===== src/rtl/unmask_hpc2.sv =====
// Serial share recombiner: XORs the NS shares of one masked word, one share per cycle.
// Optional build macro UNMASK_HPC2_ZEROIZE_EN clears share/result registers once they are no longer needed.
module unmask_hpc2 #(
  parameter int W  = 8,
  parameter int NS = 3
) (
  input  logic            clk,
  input  logic            rst,
  input  logic [NS*W-1:0] in_data,
  input  logic            in_last,
  input  logic            in_valid,
  output logic            in_ready,
  output logic [W-1:0]    out_data,
  output logic            out_last,
  output logic            out_valid,
  input  logic            out_ready
);

  localparam int CW = ($clog2(NS) < 1) ? 1 : $clog2(NS);
  localparam logic [CW-1:0] LAST_CNT = CW'(NS - 1);

  typedef enum logic [1:0] {
    IDLE  = 2'd0,
    ACCUM = 2'd1,
    OUT   = 2'd2
  } state_t;

  state_t              state_reg;
  logic [NS*W-1:0]     sr_reg;
  logic [W-1:0]        acc_reg;
  logic                lr_reg;
  logic [CW-1:0]       cnt_reg;
  logic                in_ready_reg;
  logic                out_valid_reg;
  logic [W-1:0]        share_arr [NS];

  // Share j of the captured word, selected by the counter one per cycle.
  generate
    for (genvar gi = 0; gi < NS; gi++) begin : g_share
      assign share_arr[gi] = sr_reg[gi*W +: W];
    end
  endgenerate

  always_ff @(posedge clk) begin
    if (rst) begin
      state_reg     <= IDLE;
      cnt_reg       <= '0;
      acc_reg       <= '0;
      sr_reg        <= '0;
      lr_reg        <= 1'b0;
      in_ready_reg  <= 1'b1;
      out_valid_reg <= 1'b0;
    end else begin
      unique case (state_reg)
        IDLE: begin
          if (in_valid) begin
            sr_reg       <= in_data;
            acc_reg      <= in_data[W-1:0];
            lr_reg       <= in_last;
            cnt_reg      <= CW'(1);
            state_reg    <= ACCUM;
            in_ready_reg <= 1'b0;
          end
        end
        ACCUM: begin
          acc_reg <= acc_reg ^ share_arr[cnt_reg];
          // Counter saturates at NS-1 so it never indexes past the last share.
          if (cnt_reg == LAST_CNT) begin
            state_reg     <= OUT;
            out_valid_reg <= 1'b1;
`ifdef UNMASK_HPC2_ZEROIZE_EN
            sr_reg        <= '0;
`endif
          end else begin
            cnt_reg <= cnt_reg + CW'(1);
          end
        end
        OUT: begin
          if (out_ready) begin
            state_reg     <= IDLE;
            cnt_reg       <= '0;
            out_valid_reg <= 1'b0;
            in_ready_reg  <= 1'b1;
`ifdef UNMASK_HPC2_ZEROIZE_EN
            acc_reg       <= '0;
            lr_reg        <= 1'b0;
`endif
          end
        end
        default: begin
          state_reg     <= IDLE;
          cnt_reg       <= '0;
          in_ready_reg  <= 1'b1;
          out_valid_reg <= 1'b0;
        end
      endcase
    end
  end

  assign in_ready  = in_ready_reg;
  assign out_valid = out_valid_reg;
  assign out_data  = acc_reg;
  assign out_last  = lr_reg;

endmodule


===== config.mk =====
export PLATFORM = sky130hd
export DESIGN_NAME = unmask_hpc2
export DESIGN_NICKNAME = d
export VERILOG_FILES = /design/src/rtl/unmask_hpc2.sv
export SDC_FILE = /design/constraint.sdc
export NUM_CORES = 1
export LEC_CHECK = 0
export BUFFER_PORTS_ARGS = -buffer_cell sky130_fd_sc_hd__clkbuf_2
export CORE_MARGIN = 1.5
export CORE_UTILIZATION = 49
export DETAILED_ROUTE_END_ITERATION = 6
export HOLD_SLACK_MARGIN = 0.02
export PLACE_DENSITY = 0.72
export SLEW_MARGIN = 20
export SYNTH_ARGS = -nofsm -noshare
export SYNTH_HDL_FRONTEND = slang
export SYNTH_SLANG_ARGS = --single-unit

===== constraint.sdc =====
create_clock -name clk -period 1.6 [get_ports clk]
set_input_delay 0.08 -clock clk [delete_from_list [all_inputs] [get_ports clk]]
set_output_delay 0.08 -clock clk [all_outputs]
set_load 0.005 [all_outputs]

## Word level (Yosys, flattened, before mapping)

Cells that the tools add are included.

- Bits in registers: 39
- Input bits: 29
- Output and inout port bits: 11
- Logic and storage cells: 45

- $add $sub $neg: 1
- Order comparisons: 1
- Equal/unequal tests: 7
- Multiplexer cells: 17
- Bitwise logic cells: 4
- Reduce and logical (&&, ||, !) cells: 8

Operators with widths:

| cell | number |
|---|---|
| $mux 8 | 3 |
| $bmux 8 s2 | 1 |
| $pmux 8 s2 | 1 |
| $pmux 2 s3 | 2 |
| $reduce_and 3->1 | 4 |
| $mux 2 | 4 |
| $ne 2x2->1 const B | 4 |
| $xor 8x8->8 | 1 |
| $pmux 1 s3 | 2 |
| $eq 2x2->1 const B | 2 |
| $mux 1 | 4 |
| $reduce_and 2->1 | 2 |
| $ge 3x3->1 const B | 1 |
| $not 2->3 | 1 |
| $add 2x1->2 const B | 1 |
| $eq 2x1->1 const B | 1 |
| $logic_not 2->1 | 1 |
| $not 1->1 | 2 |
| $reduce_bool 2->1 | 1 |

## Depth between registers and ports, before layout

- Depth after elaboration: 6
- Gate-level depth with buffers: 8
- Depth with buffers taken out: 6

## Worst setup path before layout

OpenSTA, ideal clock, no wires.

- Path kind: flip-flop to flip-flop
- From: register cnt_reg[0]
- To: register cnt_reg[0]
- Setup time: 65 ps
- Arrival: 1409 ps
- Required time: 1535 ps
- Path slack: 126 ps
- Cell stages (with the launch flop): 9
- Buffers on the path: 2
- Period minus slack after synthesis: 1474 ps
- Path through: dfxtp_1 -> buf_4 -> buf_4 -> inv_1 -> ha_1 -> nor3b_1 -> a21oi_1 -> o22a_1 -> nor2_1

- Cells in the longest elaborated chain, start to end: 3
- Elaborated cells on any way between the ends: 6
- Those cells by class: add/sub: 1; eq/ne: 2; mux: 2; reduce/logical: 1

RTL lines:

| item | line | text |
|---|---|---|
| start: declaration | 32 | `logic [CW-1:0] cnt_reg;` |
| start signal: assignment | 75 | `cnt_reg <= cnt_reg + CW'(1);` |
| $add 2x1->2 or $eq 2x2->1 (tied branches) | 75, 68 |  |
| $mux 2 or $ne 2x2->1 (tied branches) | -- |  |
| $pmux 2 s3 or $reduce_and 3->1 (tied branches) | -- |  |

Several ways; a longest one is shown, not always the timed one. The select of a mux whose other input is x is not followed.
A chain may end at the register's enable or synchronous reset.

## Final worst setup path

- From: register state_reg[0]
- To: register acc_reg[6], in the netlist out_data[6]

- Cells in the longest elaborated chain, start to end: 3
- Elaborated cells on any way between the ends: 6
- Those cells by class: eq/ne: 2; mux: 1; reduce/logical: 3

RTL lines:

| item | line | text |
|---|---|---|
| start: declaration | 28 | `state_t state_reg;` |
| start signal: assignment | 46 | `state_reg <= IDLE;` |
| start signal: assignment | 61 | `state_reg <= ACCUM;` |
| start signal: assignment | 69 | `state_reg <= OUT;` |
| $eq 2x1->1 or $logic_not 2->1 (tied branches) | 54 | `unique case (state_reg)` |
| $reduce_bool 2->1 (no source line) or $ne 2x2->1 (tied branches) | -- |  |
| $reduce_and 2->1 (no source line) | -- |  |
| end signal: assignment | 58 | `acc_reg <= in_data[W-1:0];` |
| end signal: assignment | 66 | `acc_reg <= acc_reg ^ share_arr[cnt_reg];` |
| end: declaration | 30 | `logic [W-1:0] acc_reg;` |

Several ways; a longest one is shown, not always the timed one.

==> metrics <==
status finished, final reports clean; Clock transition at path regs 0.08 ns; unrepaired setup endpoints after global routing no; Via-to-Cell Ratio 5.43; Final #Nets 342; Die Area 0.00444 sq mm; Area growth, synth to finish 27.8%; io pins 40; clock tree sinks 39; reg-to-reg slack, setup 0.18 ns; FFs w/ async S/R, synth 0; largest net degree at the start of global routing 40; Seq cells post-synth 39; Primary FF master, synth dfxtp_1; GR Util All Layers 0.239; clk buf depth 2; cell row count 22; post-route setup slack 0.183 ns; gp weighted congestion 0.826; Power Density 876 mW/mm^2; antenna-violating nets left 0; Post-DP Area 0.00225 sq mm; most frequent cell after synthesis nand2_1; Num CTS Buffers 5; Fin Hold WS 0.0233 ns; Starting Density 0.527; H-tree depth 2; Congestion Overflow GR 0; Avg WL per Cell 13.6 um; final std cell area, no fill 0.00254 sq mm; CTS tree yes; Setup crit start kind flop; max_cap viols 0; most frequent cells after synthesis nand2_1, a21oi_1, dfxtp_1; # diodes 0; HPWL after DPL 3190 um; first-pass GRT wire length 8090 um; clock skew 0.00765 ns; max reg flops 24; Place WS 0.140 ns; area leader, netlist dfxtp_1; core area 0.00377 sq mm; I/O Buffers 39; initial antenna violation count 0; HP Class in2reg; vias in the first global route 1826; Cell variety after synth 33; WL final 4920 um; syn nets 282; Worst-Skew Late Latency 0.30 ns; CTS root buf clkbuf_8; largest cells by area after synthesis dfxtp_1, nand2_1, a21oi_1; fmax 0.706 GHz; DRC Markers 0; final setup fails 0; Die Height 66.7 um; routed via count 1962; top cell type's share of synthesized area 0.393; placed insts 334; worst-path maximum fanout 9; Final Max Tran Viols 0; slew margin rel. 0.464; final cell count without fillers 361; Setup CP Type reg2reg; Chip Width 66.7 um; DRT Pass-1 Iters 5; Setup TNS Final 0 ns; Final Util 0.673; Initial DRC Count 156; share of layout cells above drive strength 1 0.204; arrival time at the worst endpoint 1.63 ns; Worst Tran Pin Value 0.805 ns; Leakage Power 1.02 nW; Mapped Cells 252; Syn Area/Cell 7.88 sq um; fin crit period 1.42 ns; critical path required time 1.81 ns; Crit. End Element flop; EDFF count, synth 0; post-synthesis sequential area ratio 0.393; number of failing hold endpoints at the final stage 0; Final Cycle Share 0.885; Syn Std Cell Area 0.00199 sq mm; Peak supply drop 0.564 mV; yosys warns 0; overall power 2.22 mW
## per-layer routing
layer  share of wire  track usage  vias up
met2            0.46        0.398       62
met1            0.47        0.302      888
li1                -            -     1003
met5               0            0        -
met4           0.015       0.0893        0
met3           0.046       0.0507        9
## cells in the final DEF, fill, tap and decap left out, drive strengths merged, types with 4 or more instances in the layout
| cell | Yosys | final |
|---|---|---|
| dfxtp | 39 | 39 |
| nor3 | 4 | 4 |
| buf | 9 | 13 |
| a222oi | 6 | 6 |
| nand3b | 9 | 9 |
| a21oi | 42 | 42 |
| mux2i | 9 | 9 |
| dlygate4sd3 | 0 | 19 |
| nor2 | 5 | 5 |
| clkbuf | 9 | 45 |
| inv | 12 | 12 |
| nor2b | 13 | 13 |
| nand2 | 57 | 57 |
| o21ai | 12 | 12 |
| o311ai | 4 | 4 |
## logic make-up (layout without fill, tap and decap cells)
logic type | count (synthesis) | after routing | synth area share
DFF | 39 | 39 | 0.393
muxes | 9 | 9 | 0.0454
AOI/OAI and AO/OA | 75 | 75 | 0.233
and+or+nand+nor | 98 | 98 | 0.248
buffers and inverters | 30 | 91 | 0.0750
adders and majority gates | 1 | 1 | 0.00630
## area by class of cell
type / instances / area, sq um
inverter: 12 / 45.0
tap: 48 / 60.1
timing repair buffer: 71 / 495
clock inverter: 2 / 16.3
fill: 336 / 1230
clock buffer: 6 / 82.6
multi-input combinational: 183 / 1060
sequential: 39 / 782
## critical path, stage by stage, from the launching register on
cell and delay (ns):
dfxtp_1 0.54, nand2b_4 0.15, or3_1 0.36, o311a_1 0.11, a31oi_1 0.17
## path summary, 6_finish.rpt
path	startpoint	endpoint	cells after the start
max	state_reg[0]	out_data[6]	4
min	in_data[5]	sr_reg[5]	3
max reg2reg	state_reg[0]	out_data[6]	4
min reg2reg	sr_reg[5]	sr_reg[5]	2
## timing repair
| action | in CTS | in global routing |
|---|---|---|
| hold endpoints to repair | 18 | 1 |
| hold buffers | 18 | 1 |
| resized for setup | 0 | 1 |
| setup buffers | 0 | 0 |
| setup endpoints to repair | 0 | 4 |
## report_power, final
part	internal, mW	switching, mW	leakage [nW]
registers	1.03	0.0545	0.321
clock network	0.352	0.364	0.0474
logic	0.203	0.214	0.656
No activity file was read; power rests on OpenSTA's default activity.
